## src/rtl/fann_pkg.sv

```systemverilog
// fann_pkg: requester indices and lock-state encoding shared by the SRAM port arbiter.
package fann_pkg;
    localparam int REQ_WBS = 0;
    localparam int REQ_ACC = 1;
    typedef enum logic {UNLOCKED = 1'b0, LOCKED = 1'b1} lock_st_e;
endpackage

```

## src/rtl/rd_return_pipe.sv

```systemverilog
// rd_return_pipe: carries {valid, owner} of issued reads across the SRAM latency
// and registers the returned word together with a one-hot valid for its owner.
module rd_return_pipe #(
    parameter int RD_LAT  = 1,
    parameter int NUM_REQ = 2,
    parameter int DATA_W  = 64,
    parameter int IW      = 1
) (
    input  logic               wb_clk_i,
    input  logic               wb_rst_n_i,
    input  logic               issue,
    input  logic [IW-1:0]      owner,
    input  logic [DATA_W-1:0]  rdata0_i,
    output logic [NUM_REQ-1:0] rvalid_o,
    output logic [DATA_W-1:0]  rdata_o
);
    logic [RD_LAT-1:0]         vld_q;
    logic [RD_LAT-1:0][IW-1:0] own_q;

    always_ff @(posedge wb_clk_i or negedge wb_rst_n_i) begin
        if (!wb_rst_n_i) begin
            vld_q    <= '0;
            own_q    <= '0;
            rvalid_o <= '0;
            rdata_o  <= '0;
        end else begin
            vld_q[0] <= issue;
            own_q[0] <= owner;
            for (int i = 1; i < RD_LAT; i++) begin
                vld_q[i] <= vld_q[i-1];
                own_q[i] <= own_q[i-1];
            end
            rvalid_o <= vld_q[RD_LAT-1] ? NUM_REQ'(1) << own_q[RD_LAT-1] : '0;
            if (vld_q[RD_LAT-1]) rdata_o <= rdata0_i;
        end
    end
endmodule

```

## src/rtl/sram_port_arbiter.sv

```systemverilog
// sram_port_arbiter: shares one single-port SRAM between Wishbone and the engines
// with debug priority, bounded burst locking and round-robin fallback.
module sram_port_arbiter
    import fann_pkg::*;
#(
    parameter int NUM_REQ  = 2,
    parameter int ADDR_W   = 9,
    parameter int DATA_W   = 64,
    parameter int RD_LAT   = 1,
    parameter int MAX_LOCK = 8
) (
    input  logic                      wb_clk_i,
    input  logic                      wb_rst_n_i,
    input  logic                      debug_i,
    input  logic [NUM_REQ-1:0]        req_i,
    input  logic [NUM_REQ-1:0]        we_i,
    input  logic [NUM_REQ-1:0]        lock_i,
    input  logic [NUM_REQ*ADDR_W-1:0] addr_i,
    input  logic [NUM_REQ*DATA_W-1:0] wdata_i,
    output logic [NUM_REQ-1:0]        gnt_o,
    output logic [NUM_REQ-1:0]        rvalid_o,
    output logic [DATA_W-1:0]         rdata_o,
    output logic                      csb0_o,
    output logic                      web0_o,
    output logic [ADDR_W-1:0]         addr0_o,
    output logic [DATA_W-1:0]         wdata0_o,
    input  logic [DATA_W-1:0]         rdata0_i
);
    localparam int IW = NUM_REQ > 1 ? $clog2(NUM_REQ) : 1;
    localparam int CW = $clog2(MAX_LOCK + 1);

    lock_st_e      st_q, st_d;
    logic [IW-1:0] rr_q, rr_d, own_q, own_d, gidx, cand;
    logic [CW-1:0] cnt_q, cnt_d;
    logic          gv, lock_ok;

    // An engine's lock is void while debug is up; a Wishbone lock survives it.
    assign lock_ok = st_q == LOCKED && req_i[own_q] && cnt_q < CW'(MAX_LOCK) &&
                     !(debug_i && own_q != IW'(REQ_WBS));

    always_comb begin
        gv   = 1'b0;
        gidx = '0;
        cand = '0;
        if (debug_i && req_i[REQ_WBS]) begin
            gv   = 1'b1;
            gidx = IW'(REQ_WBS);
        end else if (lock_ok) begin
            gv   = 1'b1;
            gidx = own_q;
        end else begin
            for (int k = NUM_REQ - 1; k >= 0; k--) begin
                cand = IW'((int'(rr_q) + k) % NUM_REQ);
                if (req_i[cand]) begin
                    gv   = 1'b1;
                    gidx = cand;
                end
            end
        end
    end

    assign gnt_o    = gv ? NUM_REQ'(1) << gidx : '0;
    assign csb0_o   = !gv;
    assign web0_o   = !(gv && we_i[gidx]);
    assign addr0_o  = gv ? addr_i[int'(gidx)*ADDR_W +: ADDR_W] : '0;
    assign wdata0_o = gv ? wdata_i[int'(gidx)*DATA_W +: DATA_W] : '0;
    assign rr_d     = gv ? IW'((int'(gidx) + 1) % NUM_REQ) : rr_q;

    // Reaching MAX_LOCK always falls back to UNLOCKED, so the owner cannot relock that cycle.
    always_comb begin
        st_d  = st_q;
        own_d = own_q;
        cnt_d = cnt_q;
        if (st_q == UNLOCKED) begin
            if (gv && lock_i[gidx] && !(debug_i && gidx != IW'(REQ_WBS))) begin
                st_d  = LOCKED;
                own_d = gidx;
                cnt_d = CW'(1);
            end
        end else if (lock_ok && lock_i[own_q]) begin
            cnt_d = cnt_q + CW'(1);
        end else begin
            st_d = UNLOCKED;
        end
    end

    always_ff @(posedge wb_clk_i or negedge wb_rst_n_i) begin
        if (!wb_rst_n_i) begin
            st_q  <= UNLOCKED;
            own_q <= '0;
            cnt_q <= '0;
            rr_q  <= '0;
        end else begin
            st_q  <= st_d;
            own_q <= own_d;
            cnt_q <= cnt_d;
            rr_q  <= rr_d;
        end
    end

    rd_return_pipe #(
        .RD_LAT (RD_LAT),
        .NUM_REQ(NUM_REQ),
        .DATA_W (DATA_W),
        .IW     (IW)
    ) u_rd_return_pipe (
        .wb_clk_i  (wb_clk_i),
        .wb_rst_n_i(wb_rst_n_i),
        .issue     (gv && !we_i[gidx]),
        .owner     (gidx),
        .rdata0_i  (rdata0_i),
        .rvalid_o  (rvalid_o),
        .rdata_o   (rdata_o)
    );
endmodule
```

## config.mk

```make
export PLATFORM = sky130hd
export DESIGN_NAME = sram_port_arbiter
export DESIGN_NICKNAME = d
export VERILOG_FILES = /design/src/rtl/fann_pkg.sv /design/src/rtl/rd_return_pipe.sv /design/src/rtl/sram_port_arbiter.sv
export SDC_FILE = /design/constraint.sdc
export NUM_CORES = 1
export LEC_CHECK = 0
export BUFFER_PORTS_ARGS = -buffer_cell sky130_fd_sc_hd__clkbuf_2
export CELL_PAD_IN_SITES_DETAIL_PLACEMENT = 1
export CELL_PAD_IN_SITES_GLOBAL_PLACEMENT = 2
export CORE_ASPECT_RATIO = 1.1
export CORE_MARGIN = 4
export CORE_UTILIZATION = 20
export CTS_CLUSTER_DIAMETER = 120
export DETAILED_ROUTE_END_ITERATION = 8
export PLACE_DENSITY_LB_ADDON = 0.1
export SETUP_SLACK_MARGIN = 0.02
export SKIP_CTS_REPAIR_TIMING = 1
export SLEW_MARGIN = 40
export SYNTH_ARGS = -nofsm -noshare
export SYNTH_HDL_FRONTEND = slang
export SYNTH_SLANG_ARGS = --single-unit
```

## constraint.sdc

```tcl
create_clock -name wb_clk_i -period 1.9 [get_ports wb_clk_i]
set_input_delay 0.19 -clock wb_clk_i [delete_from_list [all_inputs] [get_ports wb_clk_i]]
set_output_delay 0.19 -clock wb_clk_i [all_outputs]
set_load 0.005 [all_outputs]
```

---- Yosys cells after proc, flatten, opt, wreduce, memory -nomap -nowiden ----
Index checks and enable logic that the tools add are counted.
storage, ports and cells
  bits in registers ....................... 75
  output and inout bits ................... 143
  word-level logic and storage cells ...... 72
operators by class
  add/sub/neg operators ................... 3
  multipliers ............................. 1
  magnitude comparators ................... 5
  equality and inequality tests ........... 1
  shifts and indexed selects .............. 4
  multiplexer cells ....................... 30
  bitwise logic cells ..................... 1
  reduce and logical (&&, ||, !) cells .... 19
operator list
  kind                                                                           count
  128-bit by 8-bit variable part select with 64-bit output                       1
  64-bit 2-to-1 mux                                                              1
  1-bit 2-to-1 mux                                                               23
  18-bit by 6-bit variable part select with 9-bit output                         1
  4-bit 2-to-1 mux                                                               3
  1-bit logical AND                                                              11
  9-bit 2-to-1 mux                                                               1
  1-bit by 2-bit less-than comparator with 1-bit output (second input constant)  4
  1-bit zero test                                                                5
  1-bit by 4-bit multiplier with 5-bit output (second input constant)            1
  4-bit by 1-bit adder with 4-bit output (second input constant)                 1
  4-bit less-than comparator (second input constant)                             1
  2-bit 2-to-1 mux                                                               2
  2-bit AND reduction                                                            2
  1-bit by 1-bit << shifter with 2-bit output (first input constant)             2
  1-bit adder (second input constant)                                            2
  2-bit by 1-bit != test with 1-bit output (second input constant)               1
  2-bit nonzero test                                                             1
  1-bit inverter                                                                 1

---- Logic depth before layout (Yosys ltp) ----
Gate-level depths: netlist of run 1.
  word-level depth ........................ 13
  depth in mapped cells ................... 6

---- By module ----
From an unflattened synthesis of run 1, not the netlist that was laid out.
second synthesis, totals
  cell total of the unflattened synthesis .. 290
  area, all modules ....................... 4,011.3 µm²
by module, submodules not included
  module             instances  cells an instance  area an instance (µm²)  seq. area each (µm²)
  rd_return_pipe     1          141                2,643.8                 1,701.6
  sram_port_arbiter  1          149                1,367.6                 175.2

---- Least setup slack after synthesis of run 1 ----
Ideal clock, no wire load.
  path type ............................... reg2out
  from .................................... register cnt_q[3]
  to ...................................... output port wdata0_o[15]
  arrival time ............................ 1.500 ns
  slack ................................... 0.210 ns
  cell stages (with the launch flop) ...... 7
  path buffers ............................ 2
  cells stage by stage .................... dfrtp_1 > nand2b_2 > mux2i_4 > o21a_1 > buf_4 > buf_4 > a32o_1
between the ends
  cells in the longest elaborated chain, start to end .. 7
RTL lines
  item                                                      line                     RTL
  start: declaration                                        sram_port_arbiter.sv:34  logic [CW-1:0] cnt_q, cnt_d;
  start signal: assignment                                  sram_port_arbiter.sv:96  cnt_q <= cnt_d;
  4-bit less-than comparator *                              sram_port_arbiter.sv:38  assign lock_ok = st_q == LOCKED && req_i[own_q] && cnt_q < CW'(MAX_LOCK) &&
  1-bit logical AND * (2 in series)                         sram_port_arbiter.sv:38
  1-bit 2-to-1 mux                                          sram_port_arbiter.sv:48  end else if (lock_ok) begin
  1-bit 2-to-1 mux                                          sram_port_arbiter.sv:45  if (debug_i && req_i[REQ_WBS]) begin
  128-bit by 8-bit variable part select with 64-bit output  sram_port_arbiter.sv:66  assign wdata0_o = gv ? wdata_i[int'(gidx)*DATA_W +: DATA_W] : '0;
  64-bit 2-to-1 mux *                                       sram_port_arbiter.sv:66
  end: declaration                                          sram_port_arbiter.sv:26  output logic [DATA_W-1:0] wdata0_o,
Every way passes the cells marked *; elsewhere a longest branch is shown, timed or not.

---- Final worst setup path of run 1 ----
  from .................................... register cnt_q[3]
  to ...................................... output port wdata0_o[33]
Same word-level chain as after synthesis.

==> results of run 1 <==
==> final timing paths <==
kind / startpoint / end / slack [ps] / depth (start not counted)
worst max-delay path: cnt_q[3] / wdata0_o[33] / -240 / 7
worst min-delay path: rdata0_i[52] / u_rd_return_pipe.rdata_o[52] / 90 / 2
worst max register to register: cnt_q[3] / u_rd_return_pipe.vld_q / 280 / 6
worst min register to register: u_rd_return_pipe.own_q / u_rd_return_pipe.rvalid_o[0] / 430 / 1
max in group asynchronous: wb_rst_n_i / rr_q / 990 / 3
min in group asynchronous: wb_rst_n_i / u_rd_return_pipe.rdata_o[12] / 350 / 2
==> worst register-to-register path, stage by stage (launching register included) <==
cell and delay (ps):
dfrtp_1 360, nand2b_4 150, mux2i_4 300, o21ai_4 110, buf_12 160, buf_6 160
a32o_1 270
==> flip-flops by register name (all words and copies together), names as in the netlist <==
signal                     flops
cnt_q                          4
own_q                          1
rr_q                           1
u_rd_return_pipe.own_q         1
u_rd_return_pipe.vld_q         1
u_rd_return_pipe.rvalid_o      2
st_q                           1
u_rd_return_pipe.rdata_o      64
==> synth_stat cells, drive strengths merged (2+ instances only) <==
master,count
nand2b,3
and2,3
nor3,5
nor2,3
clkbuf,15
inv,4
a32oi,2
nand2,3
dfrtp,75
nor2b,2
nand3b,2
a32o,75
a21oi,4
o21ai,2
buf,18
mux2,64
==> final cells by class <==
type,instances,area share (%)
Timing Repair Buffer,382,33.8
Sequential cell,75,29.2
Multi-Input combinational cell,178,27.4
Tap cell,243,4.73
Clock buffer,10,3.72
Clock inverter,6,0.973
Inverter,4,0.234
==> routing by layer <==
layer / up-vias / track usage, % / routed length (um)
met5: - / 0 / 15
met3: 31 / 6.63 / 2000
met4: 4 / 6.32 / 570
met1: 2033 / 19.4 / 7490
li1: 1891 / - / -
met2: 243 / 27.2 / 9510
==> power groups by stage <==
stage	clock network (mW)	registers, mW	logic [mW]
finish	1.71	2.07	1.72
global route	1.85	2.11	1.88
CTS	1.78	2.07	1.63
detailed placement	0	2.10	1.62
global placement	0	2.08	1.60
floorplan	0	2.10	0.718
==> per-stage QoR <==
stage,utilization [%],setup WS [ps]
final,34.7,-236
after global routing,34.7,-325
after CTS,33.4,-294
after detailed placement,31.8,80.1
after global placement,31.8,117
after floorplan,-,210
==> cells by family after synthesis <==
| kind of cell | Yosys count | synth area share, % |
|---|---|---|
| AO/OA/AOI/OAI | 86 | 21.6 |
| XOR/XNOR | 2 | 0.459 |
| adder cells (fa/ha/maj) | 1 | 0.328 |
| buffers and inverters | 37 | 5.25 |
| flip-flops | 75 | 49.2 |
| multiplexers | 65 | 19.5 |
| AND/OR/NAND/NOR | 24 | 3.64 |
==> run_results.csv, run 1 <==
group,metric,value,unit
clock_network,cts_buffer_depth,2,
placed_design,gp_congestion,0.829,
clock_network,h-tree-depth,3,
sta,fin_worst_skew,5.15,ps
drt,num_vias,4202,
power_and_ir_drop,seqPwrFrac,37.7,%
power_and_ir_drop,max-vdd-ir-drop,0.402,mV
sta,rsz0062_at_grt,"true",
drt,dr.first_iter.drc_count,101,
status,violations,"setup timing",
global_routing,grt_pass1_wl,27400,um
sta,drv_slew,0,
placed_design,dp_hpwl,15100,um
finish,area_growth,68.6,%
sta,slew_headroom,70.6,%
clock_network,clock_latency,330,ps
global_routing,grt_start_max_net_pins,76,
synthesis,avgSynthCellArea,13.2,um2
power_and_ir_drop,pwr_density_cell,855,mW/mm2
sta,setup_tns,-15890,ps
synthesis,ys_async_sr_fraction,100,%
synthesis,synth_largest_area_cell,"dfrtp_1",
sta,hold_ws,89.4,ps
sta,fin_crit_sh,112,%
clock_network,cts_root_buffer,"clkbuf_16",
synthesis,ys_top_cells_by_area,"dfrtp_1 49%, a32o_1 20%, mux2_2 19%",
finish,drive_above_1_share,71.6,%
global_routing,grt_usage,16.5,%
critical_path,arrival,1950,ps
status,status,"complete, but fails checks",
power_and_ir_drop,p_int,3.91,mW
sta,period_minus_slack,2140,ps
sta,final_hold_viol_count,0,
floorplan,io_pins,362,
synthesis,seq_area_frac_synth,49.2,%
drt,wl_per_cell,21.8,um
synthesis,yosysTopAreaCellShare,49.2,%
finish,final_cell_mix,"335 x clkbuf_2, 74 x dfrtp_1, 72 x a32o_1",
floorplan,core_area,0.0185,mm2
power_and_ir_drop,comb_power_share,31.2,%
critical_path,required,1710,ps
finish,final-seq-area,0.00188,mm2
clock_network,cts_buffers,9,
critical_path,worstSetupStartpointType,"flop",
floorplan,rows,52,
critical_path,slowest_delay,360,ps
clock_network,cts.reportedPaths.clkPinSlew,60,ps
finish,antenna_cells,0,
critical_path,crit_slowest_cell,"dfrtp_1",
synthesis,synth_nets,510,
placed_design,dp_cells,871,
clock_network,clock_sinks,75,
drt,ant_nets,0,
synthesis,syn_inst,290,
power_and_ir_drop,clock_power_share,31.1,%
sta,tightestPinTransition,440,ps
run,cap_violations,0,
finish,layout_commonest_cell,"clkbuf_2",
critical_path,end_kind,"output port",
sta,setup_viol,75,
finish,design_area,0.00643,mm2
critical_path,crit_buf_inv,3,
sta,setup_slack,-236,ps
drt,drc,0,
finish,multi_input_area,0.00176,mm2
clock_network,cts_tree,"yes",
power_and_ir_drop,power,5.50,mW
global_routing,overflow,0,
min_path,hold_class,"input pin to flop",
synthesis,ys_ff_latch,75,
synthesis,synth_area,0.00381,mm2
power_and_ir_drop,power.leakage,3.28,nW
drt,wirelength,19600,um
synthesis,yosys_warnings,0,
finish,final_net_count,870,
floorplan,dieArea,0.0213,mm2
global_routing,antenna_found_initial,2,
power_and_ir_drop,sw_frac_of_total,28.8,%
floorplan,initial_utilization,20.6,%
critical_path,cp_max_fo,14,
power_and_ir_drop,switchingPower,1.58,mW
drt,drtPass1Iterations,4,
critical_path,crit_chain,"nand2b_4 -> mux2i_4 -> o21ai_4 -> buf_12 -> buf_6 -> a32o_1 -> clkbuf_2",
critical_path,cp_top_family,"buffers and inverters",
synthesis,netlist-cell-type-count,30,
critical_path,setup.worst_path.class,"flop to output port",
placed_design,place_area,0.00589,mm2
global_routing,grt_pass1_vias,4555,
finish,layoutNonFillerInstCount,898,
placed_design,io_buffer_count,361,
synthesis,synth-edff-count,0,
floorplan,die_h,153,um
finish,nFillCells,2177,
sta,max_freq,468,MHz
synthesis,ys.flop_type,"dfrtp_1",
drt,viasPerCell,4.68,
floorplan,die_x,140,um
(Power assumes the default switching activity.)
==> run 2, diff against run 1 <==
--- a/config.mk
+++ b/config.mk
@@ -15,7 +15,6 @@
 export DETAILED_ROUTE_END_ITERATION = 8
 export PLACE_DENSITY_LB_ADDON = 0.1
 export SETUP_SLACK_MARGIN = 0.02
-export SKIP_CTS_REPAIR_TIMING = 1
 export SLEW_MARGIN = 40
 export SYNTH_ARGS = -nofsm -noshare
 export SYNTH_HDL_FRONTEND = slang
==> constraint.sdc (replaced) <==
create_clock -name wb_clk_i -period 2.2 [get_ports wb_clk_i]
set_input_delay 0.22 -clock wb_clk_i [delete_from_list [all_inputs] [get_ports wb_clk_i]]
set_output_delay 0.22 -clock wb_clk_i [all_outputs]
set_load 0.005 [all_outputs]
==> run 2 against run 1 <==
The flow now finishes without violations. Sequential share of layout area shrank 0.20 points. Clock skew shrank 0.56 ps. Via count shrank 0.64%. Flip-flop and latch count is the same. Combinational power shrank 15%. Non-clock buffer count grew 2. Sequential power shrank 13%. Largest cell class unchanged. Critical endpoint is now wdata0_o[47]. Critical path depth is the same. Global-route usage shrank 0.089 points. Highest routed layer unchanged. Worst hold slack gained 29 ps. Total power shrank 9.5%.
==> run_results.csv, run 2 (synthesized netlist as in run 1, its figures left out) <==
group,metric,value,unit
status,status,"finished, final reports clean",
placed_design,dp_hpwl,15300,um
finish,layoutNonFillerInstCount,902,
critical_path,crit_buf_inv,3,
sta,drv_slew,0,
sta,tightestPinTransition,620,ps
placed_design,dp_cells,869,
clock_network,cts_root_buffer,"clkbuf_16",
sta,setup_viol,0,
sta,period_minus_slack,2170,ps
drt,wirelength,19400,um
critical_path,arrival,1950,ps
power_and_ir_drop,power.leakage,3.29,nW
critical_path,required,1980,ps
clock_network,cts_tree,"yes",
sta,max_freq,461,MHz
drt,ant_nets,0,
finish,final_cell_mix,"349 x clkbuf_2, 73 x dfrtp_1, 71 x a32o_1",
placed_design,io_buffer_count,361,
critical_path,worstSetupStartpointType,"flop",
floorplan,core_area,0.0185,mm2
power_and_ir_drop,pwr_density_cell,767,mW/mm2
floorplan,die_x,140,um
finish,drive_above_1_share,72.1,%
critical_path,setup.worst_path.class,"flop to output port",
floorplan,die_h,153,um
finish,finish.utilization,34.9,%
floorplan,dieArea,0.0213,mm2
run,cap_violations,0,
critical_path,cp_top_family,"flip-flops",
floorplan,rows,52,
sta,fin_crit_sh,98.7,%
drt,num_vias,4175,
sta,fin_worst_skew,4.59,ps
finish,largest_register_ffs,64,
clock_network,clock_sinks,75,
clock_network,clock_latency,330,ps
global_routing,overflow,0,
critical_path,slowest_delay,440,ps
clock_network,cts.reportedPaths.clkPinSlew,60,ps
critical_path,cp_max_fo,16,
placed_design,gp_congestion,0.824,
global_routing,antenna_found_initial,3,
critical_path,end_kind,"output port",
critical_path,crit_slowest_cell,"dfrtp_2",
clock_network,cts_buffers,9,
sta,final_hold_viol_count,0,
floorplan,io_pins,362,
finish,area_growth,69.9,%
drt,viasPerCell,4.63,
min_path,hold_class,"input pin to flop",
finish,largestRegisters,"u_rd_return_pipe.rdata_o (64), cnt_q (4), u_rd_return_pipe.rvalid_o (2)",
finish,final_net_count,872,
finish,nFillCells,2148,
drt,dr.first_iter.drc_count,120,
drt,wl_per_cell,21.5,um
drt,drtPass1Iterations,4,
floorplan,initial_utilization,20.6,%
clock_network,cts_buffer_depth,2,
drt,drc,0,
finish,largest_register,"u_rd_return_pipe.rdata_o",
clock_network,h-tree-depth,3,
sta,slew_headroom,58.7,%
global_routing,grt_pass1_wl,27100,um
power_and_ir_drop,max-vdd-ir-drop,0.363,mV
sta,rsz0062_at_grt,"true",
global_routing,grt_pass1_vias,4493,
finish,layout_commonest_cell,"clkbuf_2",
global_routing,grt_usage,16.4,%
critical_path,crit_chain,"nand2b_4 -> mux2i_4 -> o21ai_4 -> buf_6 -> buf_12 -> a32o_1 -> buf_2",
global_routing,grt_start_max_net_pins,81,
-- run 2: cell types whose count changed in the layout (fill, tap and decap cells not counted), moves of 2 or more --
cell | before | now
bufinv_16 | 1 | 3
clkbuf_2 | 335 | 349
buf_6 | 5 | 7
clkbuf_16 | 13 | 11
buf_2 | 23 | 10
diode_2 | 0 | 2
clkinv_2 | 3 | 1
buf_4 | 5 | 7
-- run 2: worst reg2reg max path, stage by stage (launching register included) --
cell and delay [ps]:
dfrtp_2 440, nand2b_4 100, mux2i_4 290, o21ai_4 100
buf_6 150, buf_6 170, a32o_1 270
-- run 2: what timing repair did --
item                                    4_1_cts  5_1_grt
resized for setup                             4       22
pin swaps                                     1       28
hold buffers                                  1        0
buffers inserted                              3        5
cloned                                        1        5
hold endpoints to repair                     41        0
endpoints found under the setup margin       67       68
-- run 2: final timing paths --
kind	start	end	slack, ps	cells past startpoint
hold reg to reg	u_rd_return_pipe.own_q	u_rd_return_pipe.rvalid_o[0]	430	1
min in group asynchronous	wb_rst_n_i	u_rd_return_pipe.rdata_o[63]	430	2
setup reg to reg	st_q	u_rd_return_pipe.vld_q	570	6
setup / recovery	st_q	wdata0_o[47]	30	7
hold / removal	rdata0_i[13]	u_rd_return_pipe.rdata_o[13]	120	2
max in group asynchronous	wb_rst_n_i	u_rd_return_pipe.rdata_o[32]	1160	3
-- run 2: cell type report --
type	count	area (um2)	share of cell area (%)
diodes	2	5.00	0.0772
clock buffers	10	239	3.69
clock inverters	6	111	1.72
inverters	4	15.0	0.232
multi-input cells	178	1770	27.3
flip-flops and latches	75	1880	29.0
well taps	243	304	4.69
repair buffers	384	2160	33.3
-- run 2: power by group --
| group | total [mW] | leakage, nW | internal [mW] | switching [mW] |
|---|---|---|---|---|
| logic | 1.46 | 2.24 | 0.829 | 0.636 |
| clock network | 1.71 | 0.169 | 1.14 | 0.565 |
| registers | 1.80 | 0.884 | 1.64 | 0.160 |
-- run 2: through the flow --
step	total power [mW]	hold WS, ps	setup TNS (ps)	cell area [um2]	worst slack, ps
finish	4.97	118	0	6480	28.8
global route	5.28	107	-3370	6480	-65.2
CTS	5.00	99.1	0	6310	42.3
detailed placement	3.22	275	0	5890	187
global placement	3.19	266	0	5890	255
floorplan	2.44	-75.6	0	3810	480
-- run 2: routing by layer --
metal	vias up	routed length, um	track usage (%)
li1	1900	-	-
met1	2012	7220	18.2
met2	235	9660	28.2
met3	26	1970	6.91
met4	2	518	6.05
met5	-	12	0
==> run 3, diff against run 2 <==
--- a/config.mk
+++ b/config.mk
@@ -8,7 +8,7 @@
 export BUFFER_PORTS_ARGS = -buffer_cell sky130_fd_sc_hd__clkbuf_2
 export CELL_PAD_IN_SITES_DETAIL_PLACEMENT = 1
 export CELL_PAD_IN_SITES_GLOBAL_PLACEMENT = 2
-export CORE_ASPECT_RATIO = 1.1
+export CORE_ASPECT_RATIO = 0.7
 export CORE_MARGIN = 4
 export CORE_UTILIZATION = 20
 export CTS_CLUSTER_DIAMETER = 120
==> run 3 against run 2 <==
Cell count fell by 0.78%. First-iteration DRC count rose by 110%. Sequential power barely moved. Non-clock buffer count rose by 3. Via count fell by 0.53%. Worst setup slack worse by 9.4 ps. Flip-flop and latch count stayed put. Register-to-register slack gained 40 ps. Critical path type unchanged. Largest cell class unchanged. Highest routed layer is now met4.
==> run_results.csv, run 3 (synthesized netlist as in run 1, its figures left out) <==
group,metric,value,unit
status,status,"finished, final reports clean",
sta,final_hold_viol_count,0,
placed_design,dp_slack,137,ps
min_path,min_from,"rdata0_i[22]",
floorplan,die_x,173,um
power_and_ir_drop,max-vdd-ir-drop,0.466,mV
min_path,hold_class,"input pin to flop",
clock_network,cts_root_buffer,"clkbuf_16",
drt,wirelength,19100,um
sta,rsz0062_at_grt,"true",
critical_path,rr_worst_depth,6,
finish,antenna_cells,0,
global_routing,overflow,0,
floorplan,dieArea,0.0214,mm2
clock_network,clock_sinks,75,
finish,area_growth,70.9,%
drt,viasPerCell,4.64,
sta,max_freq,459,MHz
critical_path,crit_end,"wdata0_o[2]",
global_routing,grt_pass1_wl,26400,um
finish,largest_register_ffs,64,
floorplan,initial_utilization,20.8,%
power_and_ir_drop,pwr_density_cell,758,mW/mm2
placed_design,dp_hpwl,14800,um
drt,num_vias,4153,
drt,ant_nets,0,
finish,drive_above_1_share,72.8,%
placed_design,gp_congestion,0.779,
finish,final_net_count,875,
critical_path,ff2ff_setup_slack,610,ps
power_and_ir_drop,power.leakage,3.34,nW
drt,wl_per_cell,21.3,um
sta,slew_headroom,59.8,%
sta,hold_ws,120,ps
clock_network,cts.reportedPaths.clkPinSlew,60,ps
drt,drc,0,
sta,tightestPinTransition,603,ps
critical_path,required,1980,ps
drt,drtPass1Iterations,4,
global_routing,grt_usage,15.9,%
sta,fin_worst_skew,4.85,ps
finish,largest_register,"u_rd_return_pipe.rdata_o",
finish,nFillCells,2101,
critical_path,cp_max_fo,10,
critical_path,worstSetupStartpointType,"flop",
clock_network,cts_buffer_depth,2,
clock_network,cts_buffers,9,
critical_path,crit_start,"st_q",
critical_path,arrival,1960,ps
finish,layout_commonest_cell,"clkbuf_2",
sta,setup_viol,0,
critical_path,end_kind,"output port",
floorplan,die_h,124,um
sta,setup_tns,0,ps
power_and_ir_drop,power,4.94,mW
global_routing,grt_start_max_net_pins,51,
floorplan,io_pins,362,
clock_network,h-tree-depth,3,
placed_design,io_buffer_count,361,
floorplan,core_area,0.0184,mm2
clock_network,clock_latency,330,ps
critical_path,r2r-end,"u_rd_return_pipe.vld_q",
sta,setup_slack,19.4,ps
global_routing,grt_pass1_vias,4337,
run,cap_violations,0,
sta,fin_crit_sh,99.1,%
finish,largestRegisters,"u_rd_return_pipe.rdata_o (64), cnt_q (4), u_rd_return_pipe.rvalid_o (2)",
critical_path,r2r-start,"st_q",
sta,period_minus_slack,2180,ps
global_routing,antenna_found_initial,0,
floorplan,rows,41,
clock_network,cts_tree,"yes",
sta,drv_slew,0,
critical_path,setup.worst_path.class,"flop to output port",
finish,final_cell_mix,"355 x clkbuf_2, 73 x dfrtp_1, 66 x a32o_1",
drt,dr.first_iter.drc_count,250,
[run 3: power breakdown]
| group | switching [mW] | internal, mW | total (mW) |
|---|---|---|---|
| Sequential | 0.163 | 1.64 | 1.80 |
| Combinational | 0.649 | 0.847 | 1.50 |
| Clock | 0.542 | 1.10 | 1.64 |
[run 3: what timing repair did]
item | in CTS | in global routing
buffers inserted | 4 | 3
gates resized for setup | 7 | 18
pin swaps | 32 | 5
hold buffers | 1 | 0
endpoints found under the hold margin | 38 | 0
setup endpoints to repair | 76 | 75
cloned | 2 | 5
[run 3: through the flow]
step	util, %	instance area, um2	instances
finish	35.5	6520	895
global route	35.5	6520	895
CTS	34.5	6340	887
detailed placement	32.1	5890	865
global placement	32.1	5890	865
floorplan	-	3810	290
[run 3: area by class of cell]
class | instances | area (um2) | area share [%]
timing repair buffer | 387 | 2220 | 34.1
sequential | 75 | 1880 | 28.8
multi-input combinational | 178 | 1780 | 27.2
tap | 236 | 295 | 4.53
clock buffer | 10 | 229 | 3.51
clock inverter | 5 | 103 | 1.57
inverter | 4 | 15.0 | 0.230
[run 3: critical path, cell delays in order, from the launching register on]
cell and delay (ps):
dfrtp_2 430, nand2b_4 90, mux2i_4 310, o21ai_4 80, buf_12 160, clkbuf_16 170, a32o_2 280, clkbuf_2 110
[run 3: layer usage]
layer,track usage (%),part of all wire [%],vias up
met5,0,0,-
li1,-,-,1901
met2,27.3,51,157
met3,4.00,4.8,12
met4,3.34,0.95,0
met1,20.6,44,2083
[run 3: worst min-delay path by stage]
| stage | slack [ps] | cells after the start | end |
|---|---|---|---|
| finish | 120 | 2 | u_rd_return_pipe.rdata_o[22] |
| CTS | 110 | 2 | u_rd_return_pipe.rdata_o[20] |
| detailed placement | 250 | 1 | u_rd_return_pipe.rdata_o[40] |
| global placement | 260 | 1 | u_rd_return_pipe.rdata_o[40] |
| floorplan | -80 | 0 | cnt_q[0] |
| global route | 100 | 2 | u_rd_return_pipe.rdata_o[30] |
